[src/rtl/btn_pkg.sv]
// Shared definitions for the button debounce array: channel FSM encoding and
// the counter-width helper used to size the tick counters.
package btn_pkg;

   typedef enum logic [1:0] {
      IDLE  = 2'd0,
      ARM_P = 2'd1,
      HELD  = 2'd2,
      ARM_R = 2'd3
   } btn_state_e;

   // Bits needed to hold every value 0..max_val, so a load of max_val never truncates.
   function automatic int cnt_width(input int max_val);
      return (max_val < 1) ? 1 : $clog2(max_val + 1);
   endfunction

endpackage

[src/rtl/btn_debounce_ch.sv]
// One button channel: 2-flop synchroniser, tick-paced debounce FSM, hold counter
// and registered pulses. Optional auto-repeat is enabled by BTN_AUTO_REPEAT_EN.
module btn_debounce_ch
   import btn_pkg::*;
#(
   parameter int DEBOUNCE_TICKS = 10,
   parameter int LONG_TICKS     = 100,
   parameter int REPEAT_TICKS   = 20
) (
   input  logic clk,
   input  logic reset,
   input  logic tick,
   input  logic noise_btn,
   output logic clean_btn,
   output logic press_pulse,
   output logic release_pulse,
   output logic long_pulse,
   output logic repeat_pulse
);

   if (DEBOUNCE_TICKS < 1 || LONG_TICKS < 1 || REPEAT_TICKS < 1) begin : g_bad_param
      $error("btn_debounce_ch: tick parameters must all be >= 1");
   end

   localparam int CW = cnt_width(DEBOUNCE_TICKS);
   localparam int HW = cnt_width(LONG_TICKS);

   localparam logic [CW-1:0] CNT_LOAD = CW'(DEBOUNCE_TICKS);
   localparam logic [CW-1:0] CNT_ONE  = CW'(1);
   localparam logic [HW-1:0] HOLD_MAX = HW'(LONG_TICKS);
   localparam logic [HW-1:0] HOLD_ONE = HW'(1);

   logic [1:0]    sync_q;
   logic          s;
   btn_state_e    state_q, state_d;
   logic [CW-1:0] cnt_q, cnt_d;
   logic [HW-1:0] hold_q, hold_d, hold_inc;
   logic          hold_adv;
   logic          press_q, press_d;
   logic          release_q, release_d;
   logic          long_q, long_d;

   assign s = sync_q[1];

   // NOTE: sequential state uses non-blocking (<=) so every flop samples pre-edge values.
   always_ff @(posedge clk) begin
      if (reset) begin
         sync_q    <= '0;
         state_q   <= IDLE;
         cnt_q     <= '0;
         hold_q    <= '0;
         press_q   <= 1'b0;
         release_q <= 1'b0;
         long_q    <= 1'b0;
      end else begin
         sync_q    <= {sync_q[0], noise_btn};
         state_q   <= state_d;
         cnt_q     <= cnt_d;
         hold_q    <= hold_d;
         press_q   <= press_d;
         release_q <= release_d;
         long_q    <= long_d;
      end
   end

   // NOTE: every combinational output gets a default first so no path infers a latch.
   always_comb begin
      state_d   = state_q;
      cnt_d     = cnt_q;
      hold_d    = hold_q;
      hold_inc  = hold_q + HOLD_ONE;
      hold_adv  = 1'b0;
      press_d   = 1'b0;
      release_d = 1'b0;
      long_d    = 1'b0;

      // A change on s wins over a coincident tick; that tick is simply not counted.
      unique case (state_q)
         IDLE: begin
            if (s) begin
               state_d = ARM_P;
               cnt_d   = CNT_LOAD;
            end
         end
         ARM_P: begin
            if (!s) begin
               state_d = IDLE;
            end else if (tick) begin
               if (cnt_q == CNT_ONE) begin
                  state_d = HELD;
                  press_d = 1'b1;
                  hold_d  = '0;
               end else begin
                  cnt_d = cnt_q - CNT_ONE;
               end
            end
         end
         HELD: begin
            if (!s) begin
               state_d = ARM_R;
               cnt_d   = CNT_LOAD;
            end else if (tick) begin
               hold_adv = 1'b1;
            end
         end
         ARM_R: begin
            if (s) begin
               state_d = HELD;
            end else if (tick) begin
               if (cnt_q == CNT_ONE) begin
                  state_d   = IDLE;
                  release_d = 1'b1;
                  hold_d    = '0;
               end else begin
                  cnt_d    = cnt_q - CNT_ONE;
                  hold_adv = 1'b1;
               end
            end
         end
      endcase

      // Saturating hold: long fires only on the tick that reaches the limit.
      if (hold_adv && (hold_q != HOLD_MAX)) begin
         hold_d = hold_inc;
         long_d = (hold_inc == HOLD_MAX);
      end
   end

   assign clean_btn     = (state_q == HELD) || (state_q == ARM_R);
   assign press_pulse   = press_q;
   assign release_pulse = release_q;
   assign long_pulse    = long_q;

`ifdef BTN_AUTO_REPEAT_EN
   localparam int RW = cnt_width(REPEAT_TICKS);

   localparam logic [RW-1:0] REP_LOAD = RW'(REPEAT_TICKS);
   localparam logic [RW-1:0] REP_ONE  = RW'(1);

   logic [RW-1:0] rep_q, rep_d;
   logic          repeat_q, repeat_d;

   // rep==0 means disarmed; it arms on long_pulse and paces off the same ticks as hold.
   always_comb begin
      rep_d    = rep_q;
      repeat_d = 1'b0;
      if (state_d == IDLE) begin
         rep_d = '0;
      end else if (long_d) begin
         rep_d = REP_LOAD;
      end else if (hold_adv && (rep_q != '0)) begin
         if (rep_q == REP_ONE) begin
            repeat_d = 1'b1;
            rep_d    = REP_LOAD;
         end else begin
            rep_d = rep_q - REP_ONE;
         end
      end
   end

   always_ff @(posedge clk) begin
      if (reset) begin
         rep_q    <= '0;
         repeat_q <= 1'b0;
      end else begin
         rep_q    <= rep_d;
         repeat_q <= repeat_d;
      end
   end

   assign repeat_pulse = repeat_q;
`else
   assign repeat_pulse = 1'b0;
`endif

endmodule

[src/rtl/btn_debounce_array.sv]
// N_BTN independent debounce channels sharing one tick time base.
// Auto-repeat pulses exist only when BTN_AUTO_REPEAT_EN is defined.
module btn_debounce_array
   import btn_pkg::*;
#(
   parameter int N_BTN          = 5,
   parameter int DEBOUNCE_TICKS = 10,
   parameter int LONG_TICKS     = 100,
   parameter int REPEAT_TICKS   = 20
) (
   input  logic             clk,
   input  logic             reset,
   input  logic             tick,
   input  logic [N_BTN-1:0] noise_btn,
   output logic [N_BTN-1:0] clean_btn,
   output logic [N_BTN-1:0] press_pulse,
   output logic [N_BTN-1:0] release_pulse,
   output logic [N_BTN-1:0] long_pulse,
   output logic [N_BTN-1:0] repeat_pulse
);

   if (N_BTN < 1) begin : g_bad_n_btn
      $error("btn_debounce_array: N_BTN must be >= 1");
   end

   for (genvar i = 0; i < N_BTN; i++) begin : g_ch
      btn_debounce_ch #(
         .DEBOUNCE_TICKS (DEBOUNCE_TICKS),
         .LONG_TICKS     (LONG_TICKS),
         .REPEAT_TICKS   (REPEAT_TICKS)
      ) u_ch (
         .clk           (clk),
         .reset         (reset),
         .tick          (tick),
         .noise_btn     (noise_btn[i]),
         .clean_btn     (clean_btn[i]),
         .press_pulse   (press_pulse[i]),
         .release_pulse (release_pulse[i]),
         .long_pulse    (long_pulse[i]),
         .repeat_pulse  (repeat_pulse[i])
      );
   end

endmodule

[config.mk]
export PLATFORM = sky130hd
export DESIGN_NAME = btn_debounce_array
export DESIGN_NICKNAME = d
export VERILOG_FILES = /design/src/rtl/btn_pkg.sv /design/src/rtl/btn_debounce_ch.sv /design/src/rtl/btn_debounce_array.sv
export SDC_FILE = /design/constraint.sdc
export NUM_CORES = 1
export LEC_CHECK = 0
export BUFFER_PORTS_ARGS = -buffer_cell sky130_fd_sc_hd__buf_2
export CAP_MARGIN = 20
export CORE_MARGIN = 10
export CORE_UTILIZATION = 50
export CTS_CLUSTER_DIAMETER = 40
export DETAILED_ROUTE_END_ITERATION = 10
export PLACE_DENSITY = 0.7
export SLEW_MARGIN = 20
export SYNTH_ARGS = -nofsm -noshare
export SYNTH_HDL_FRONTEND = slang
export SYNTH_SLANG_ARGS = --single-unit
[constraint.sdc]
create_clock -name clk -period 2.3 [get_ports clk]
set_input_delay 0.115 -clock clk [delete_from_list [all_inputs] [get_ports clk]]
set_output_delay 0.115 -clock clk [all_outputs]
set_load 0.05 [all_outputs]
==> summary.md, run 1 <==
| Metric | Value |
|---|---|
| Status | complete, no violations |
| RSZ-0062 raised after global routing | no |
| Max_slew headroom | a little over half |
| Worst-path clk slew | 0.09 ns |
| Final #Nets | just under 600 |
| Setup Buffers After CTS | 0 |
| Worst reg-to-reg setup slack | between 0.3 and 0.4 ns |
| Area grow syn2layout | 7.22% |
| Tmin final | 1.98 ns |
| Via density | approximately 5.3 |
| Die X | approximately 120 um |
| Number of synthesized flops with an enable pin | 0 |
| CTS buffer count | 9 |
| Layout Skew | about 0.012 ns |
| Final Hold Vio Count | 0 |
| Number of port buffers | 27 |
| Vias in the first global route | 3,475 |
| Global-route wire length before repair | between 15 and 20 mm |
| Placed cells | about 670 |
| CTS tree | yes |
| Worst Path Max Fanout | 7 |
| IO Pins | 33 |
| Vias | approximately 3,600 |
| Multi-input logic area | 0.00252 mm^2 |
| Worst Path Arrival | 2.27 ns |
| Worst skew pair latency | approximately 0.35 ns |
| CP max stage cell | o31ai_2 |
| Final Cycle Share | a little under nine tenths |
| Max-cap violations | 0 |
| Layout Utilization | 54.9% |
| CTS root buf | clkbuf_8 |
| Hold path start | reset |
| Crit path kind | flop to flop |
| Routed Wire Length | slightly below 9 mm |
| Measured slew at the worst slew-check pin | around 0.7 ns |
| Overall Power | just over 0.003 W |
| Hold path depth | 2 |
| Clock Path Buffers | 2 |
| Synthesized flop and latch total | 90 |
| Worst min-delay path category | primary input to flop |
| Max Clk Rate | 0.505 GHz |
| Slew Limit Fails | 0 |
| Iter 0 DRT Violations | 94 |
| Most used DFF post-synth | dfxtp_1 |
| Antenna diodes | 0 |
| Startpoint types | flop |
| Synth warn | 0 |
| Max rail drop VDD | approximately 0.00035 V |
| Post-route insts no fill | 686 |
| Reg2Reg Launch Point | g_ch[4].u_ch.cnt_q[1]$_SDFFE_PP0P_ |
| CP required | 2.59 ns |
| Register area share after synthesis | a little under two fifths |
| Reg area | 0.00180 mm^2 |
| Layout cells sized above 1 | around 13% |
| Pre-CTS setup slack | -0.0116 ns |
| Core ar. | between 0.009 and 0.01 mm^2 |
| Hpwl dp | 6.04 mm |
| DRC Markers | 0 |
| Final WS setup | around 0.32 ns |
| Min-Delay Endpoint | g_ch[2].u_ch.cnt_q[0]$_SDFFE_PP0P_ |
| Antenna-violating nets left | 0 |
| Netlist cell types | 70 |
| Total gr overflow | 0 |
| Gp weighted congestion | a little under 0.8 |
| 1st-pass router iterations | 4 |
| Clock Sinks | 90 |
| Crit-path max cell delay | between 0.5 and 0.6 ns |
| Synth Cell Area | ~0.0047 mm^2 |
| Worst path cell trace | inv_1 -> ha_1 -> or3b_1 -> buf_4 -> a41oi_1 -> o31ai_2 -> o21ai_0 -> a21oi_1 |
| Endpoints failing setup | 0 |
| Worst Hold Margin | about 0.17 ns |
| Global-route usage over all layers | 13.4% |
| Pwr Density | ~600 mW/mm^2 |
| Row cnt | 35 |
| R2R depth | 8 |
| Antenna violations before repair | 0 |
| Die Span Y | ~120 um |
| DIE AREA | about 0.014 mm^2 |
| Initial Util | between 50% and 60% |
| Crit. End Element | flop |
| H-tree levels | 3 |
| Mean Syn Cell Area | 8.52 um^2 |
| Largest net degree at the start of global routing | 26 |
| Worst r2r dst | g_ch[4].u_ch.hold_q[2]$_SDFFE_PP0P_ |
| Asr flop ratio synth | 0% |
| Routed len/inst | around 13 um |
| Leak pwr | 1.96 nW |
| FILL cells | between 800 and 900 |
| Cells after Synth | ~560 |
## worst max-delay path by stage
| stage | start | to |
|---|---|---|
| floorplan | g_ch[1].u_ch.cnt_q[1]$_SDFFE_PP0P_ | g_ch[1].u_ch.hold_q[6]$_SDFFE_PP0P_ |
| global placement | g_ch[4].u_ch.cnt_q[1]$_SDFFE_PP0P_ | g_ch[4].u_ch.hold_q[3]$_SDFFE_PP0P_ |
| detailed placement | g_ch[4].u_ch.hold_q[0]$_SDFFE_PP0P_ | g_ch[4].u_ch.hold_q[4]$_SDFFE_PP0P_ |
| CTS | g_ch[3].u_ch.cnt_q[1]$_SDFFE_PP0P_ | g_ch[3].u_ch.hold_q[2]$_SDFFE_PP0P_ |
| global route | g_ch[4].u_ch.cnt_q[1]$_SDFFE_PP0P_ | g_ch[4].u_ch.hold_q[2]$_SDFFE_PP0P_ |
| finish | g_ch[4].u_ch.cnt_q[1]$_SDFFE_PP0P_ | g_ch[4].u_ch.hold_q[2]$_SDFFE_PP0P_ |
## timing repair
item,in CTS,in global routing
hold endpoints to repair,5,0
gates resized for setup,1,0
setup endpoints to repair,2,0
hold buffers,5,0
## report_power, final
part | leakage, nW | switching (W) | internal, W
logic | 1.11 | 0.000103 | 0.0000692
clock network | 0.123 | 0.000551 | 0.000782
registers | 0.729 | 0.0000255 | 0.00158
## stage by stage
step	setup TNS (ns)	instance area, um^2
final	0	5070
after global routing	0	5070
after CTS	0	5070
after detailed placement	-0.0116	4760
after global placement	0	4760
after floorplan	0	4740
## layout make-up
type                    instances  area share [%]
clock buffers                  12            3.06
clock inverters                 4            1.92
flip-flops and latches         90            35.5
repair buffers                 40            4.84
well taps                     129            3.18
inverters                      23            1.70
multi-input cells             388            49.8
## placed cells by master, fill, tap and decap left out, types with 5 or more instances in the layout
cell,netlist,routed
a21oi_1,28,28
a31oi_1,6,6
and3_1,12,12
buf_2,10,27
buf_4,26,8
clkbuf_8,0,11
conb_1,1,5
dfxtp_1,90,90
dlygate4sd3_1,0,5
ha_1,20,20
inv_1,23,23
mux2i_1,12,12
nand2_1,47,47
nand2b_1,8,8
nand3_1,28,28
nand3b_1,7,7
nor2_1,39,39
nor2b_1,23,23
nor3_1,24,24
nor3b_1,15,14
nor4b_1,9,9
o21ai_0,15,15
xnor2_1,7,7
xor2_1,9,9
## cell families (layout without fill, tap and decap cells)
| family | after synthesis | after routing | share of synthesized area, % |
|---|---|---|---|
| AOI/OAI and AO/OA | 89 | 89 | 12.5 |
| xor gates and xnor gates | 16 | 16 | 2.96 |
| adders and majority gates | 20 | 20 | 5.29 |
| buffers and inverters | 81 | 79 | 8.97 |
| DFF | 90 | 90 | 38.1 |
| muxes | 13 | 13 | 2.78 |
| other | 1 | 5 | 0.0793 |
| and+or+nand+nor | 245 | 245 | 29.3 |
## layer usage
layer  vias up  wire, um  GRT usage [%]
li1       1896         -              -
met1      1677      4190           16.4
met2        58      3970           22.2
met3         9       370           2.85
met4         0       150           5.68
met5         -         0              0
## sequential cells by signal, summed over array words and instances (netlist names), named ones only
name and count:
g_ch.u_ch.hold_q 35, g_ch.u_ch.cnt_q 20, g_ch.u_ch.long_pulse 5, g_ch.u_ch.press_pulse 5, g_ch.u_ch.release_pulse 5, g_ch.u_ch.state_q 5, g_ch.u_ch.sync_q 10
## worst max-delay path, delay by kind of cell, from the launching register on
family                   cells  cell delay (ns)
AND/OR/NAND/NOR              1             0.18
flip-flops                   1             0.35
buffers and inverters        2             0.24
AO/OA/AOI/OAI                4             0.98
adder cells (fa/ha/maj)      1             0.18
## synth_stat cells (all sizes together), types with 3 or more instances
cell type  count  area (um^2)
dfxtp         90         1800
nand2         47          176
buf           41          272
nor2          39          146
a21oi         29          149
nand3         28          140
nor2b         24          158
nor3          24          120
inv           23         86.3
ha            20          250
clkbuf        17         66.3
o21ai         16         80.1
nor3b         15          113
and3          14         93.8
mux2i         12          120
nor4b         10         93.8
xor2           9         78.8
nand2b         8         50.1
nand3b         7         52.6
xnor2          7         61.3
a31oi          6         37.5
or3b           5         48.8
nor4           4         25.0
or2            4         25.0
a211o          3         27.5
a211oi         3         22.5
a311oi         3         26.3
a41oi          3         26.3
nor4bb         3         30.0
or3            3         18.8
Note: power is estimated with default switching activity, not from simulation.
==> inputs of run 2 (changes only) <==
clock period = 2.17 ns   (was 2.3 ns; I/O delays follow)
==> summary.md, run 2 (synthesis results as in run 1) <==
| Metric | Value |
|---|---|
| Total gr overflow | 0 (unchanged) |
| Vias in the first global route | 3,428 (-1.4%) |
| Worst Path Max Fanout | 5 (-2) |
| H-tree levels | 3 (unchanged) |
| Post-route insts no fill | 688 (+0.29%) |
| Register with the most flip-flops | g_ch.u_ch.hold_q |
| Final #Nets | 583 (+0.52%) |
| Worst skew pair latency | 0.34 ns (about the same) |
| Worst-path clk slew | 0.09 ns (about the same) |
| Die X | 117 um (unchanged) |
| Setup Buffers After CTS | 0 (unchanged) |
| Row cnt | 35 (unchanged) |
| Most common cell after layout, fill and taps aside | dfxtp_1 |
| Slew Limit Fails | 0 (unchanged) |
| Max reg flops | 35 (unchanged) |
| Endpoints failing setup | 0 (unchanged) |
| Clock Sinks | 90 (unchanged) |
| Worst path cell trace | inv_1 -> ha_1 -> or3b_1 -> a21oi_1 -> o21ai_0 -> a311oi_1 |
| Status | complete, no violations |
| Hpwl dp | 6.07 mm (+0.58%) |
| Switching share of power | 23.4% (+1.6 points) |
| Initial Util | 51.2% (unchanged) |
| Antenna-violating nets left | 0 (unchanged) |
| DIE AREA | 0.0137 mm^2 (unchanged) |
| Measured slew at the worst slew-check pin | 0.656 ns (-0.0390 ns) |
| IO Pins | 33 (unchanged) |
| Max-cap violations | 0 (unchanged) |
| Final Instance Area | 0.00502 mm^2 (-1.0%) |
| Overall Power | 0.00290 W (-6.9%) |
| Gp weighted congestion | 0.820 (+4.0%) |
| Post-route setup TNS | 0 ns (unchanged) |
| Placed cells | 668 (+0.45%) |
| CP max stage cell | or3b_1 |
| Max rail drop VDD | 0.000436 V (+25%) |
| Number of port buffers | 27 (unchanged) |
| Part of the power in registers | 58.7% (+7.1 points) |
| Crit-path max cell delay | 0.40 ns (-0.11 ns) |
| Startpoint types | flop |
| RSZ-0062 raised after global routing | no |
| Clock network power share | 34.9% (-7.9 points) |
| Worst min-delay path category | primary input to flop |
| Tmin final | 1.96 ns (-0.0172 ns) |
| Vias | 3,632 (-0.22%) |
| Global-route usage over all layers | 12.8% (-0.54 points) |
| Leading cell types in the layout, fill and taps excluded | 90 x dfxtp_1, 47 x nand2_1, 39 x nor2_1, 28 x a21oi_1, 28 x nand3_1 |
| Crit. End Element | flop |
| Max_slew headroom | 55.8% (+2.3 points) |
| Antenna violations before repair | 0 (unchanged) |
| Via density | 5.28 (-0.51%) |
| Sw Pwr | 0.000678 W (-0.12%) |
| Worst Path Arrival | 2.22 ns (-0.05 ns) |
| Die Span Y | 117 um (unchanged) |
| Worst Hold Margin | 0.214 ns (+0.0429 ns) |
| CTS tree | yes |
| Antenna diodes | 0 (unchanged) |
| Clock Path Buffers | 2 (unchanged) |
| Pint | 0.00222 W (-8.8%) |
| Routed Wire Length | 8.54 mm (-1.6%) |
| CTS buffer count | 9 (unchanged) |
| Placed Area | 0.00478 mm^2 (+0.47%) |
| Pwr Density | 578 mW/mm^2 (-5.9%) |
| Global-route wire length before repair | 14.8 mm (-2.8%) |
| DRC Markers | 0 (unchanged) |
| Leak pwr | 1.95 nW (-0.66%) |
| Core ar. | 0.00924 mm^2 (unchanged) |
| Largest net degree at the start of global routing | 42 (+62%) |
| Largest registers | g_ch.u_ch.hold_q x35, g_ch.u_ch.cnt_q x20, g_ch.u_ch.sync_q x10 |
| Area grow syn2layout | 6.14% |
| Layout cells sized above 1 | 13.1% (+0.31 points) |
| Crit path kind | flop to flop |
| Max Clk Rate | 0.509 GHz (+0.87%) |
| Combinational Power Share | 6.4% (+0.9 points) |
| Layout Skew | 0.0113 ns (-0.000563 ns) |
| CP required | 2.43 ns (-0.16 ns) |
| Final Hold Vio Count | 0 (unchanged) |
| Routed len/inst | 12.4 um (-1.9%) |
| 1st-pass router iterations | 4 (unchanged) |
| Final Cycle Share | 90.5% (+4.4 points) |
| Iter 0 DRT Violations | 153 (+63%) |
| CTS root buf | clkbuf_8 |
[run 2: critical path: cells and delay by family, from the launching register on]
kind | cells | cell delay, ns
compound gates | 3 | 0.90
fa+ha+maj | 1 | 0.16
buf+inv | 1 | 0.09
flops | 1 | 0.33
simple gates | 1 | 0.40
[run 2: worst paths after layout]
| kind | from | endpoint | slack [ns] | cells past startpoint |
|---|---|---|---|---|
| max | g_ch[3].u_ch.cnt_q[1]$_SDFFE_PP0P_ | g_ch[3].u_ch.hold_q[2]$_SDFFE_PP0P_ | 0.21 | 6 |
| max reg2reg | g_ch[3].u_ch.cnt_q[1]$_SDFFE_PP0P_ | g_ch[3].u_ch.hold_q[2]$_SDFFE_PP0P_ | 0.21 | 6 |
| min reg2reg | g_ch[0].u_ch.sync_q[0]$_SDFF_PP0_ | g_ch[0].u_ch.sync_q[1]$_SDFF_PP0_ | 0.44 | 1 |
| min | reset | g_ch[1].u_ch.long_pulse$_SDFF_PP0_ | 0.21 | 3 |
[run 2: per-layer routing]
metal,share of wire [%],wire length (um),up-vias,track usage (%)
li1,-,-,1904,-
met1,49,4150,1679,16.4
met2,46,3960,44,21.0
met3,4.3,368,5,2.65
met4,0.69,59,0,4.53
met5,0,0,-,0
[run 2: repair_timing]
| action | CTS | global route |
|---|---|---|
| hold buffers | 5 | 0 |
| gates resized for setup | 1 | 1 |
| endpoints found under the setup margin | 8 | 1 |
| hold endpoints to repair | 5 | 0 |
[run 2: power by group through the flow]
stage	clock [W]	sequential, W	combinational, W
2_1_floorplan	0	0.00173	0.000156
3_3_place_gp	0	0.00174	0.000172
3_5_place_dp	0	0.00174	0.000178
4_1_cts	0.00105	0.00170	0.000186
5_1_grt	0.00113	0.00171	0.000208
6_report	0.00101	0.00170	0.000186
[run 2: layout make-up]
class                           count  area [um^2]
Timing Repair Buffer               43          268
Sequential cell                    90         1800
Tap cell                          129          161
Multi-Input combinational cell    388         2530
Clock buffer                       12          155
Clock inverter                      3         15.0
Inverter                           23         86.3
Fill cell                         837         4220
[run 2: metrics by stage]
step	util, %	setup slack (ns)
6_report	54.3	0.205
5_1_grt	54.3	0.0122
4_1_cts	54.2	0.174
3_5_place_dp	51.8	-0.0874
3_3_place_gp	51.8	0.0187
2_1_floorplan	-	0.361
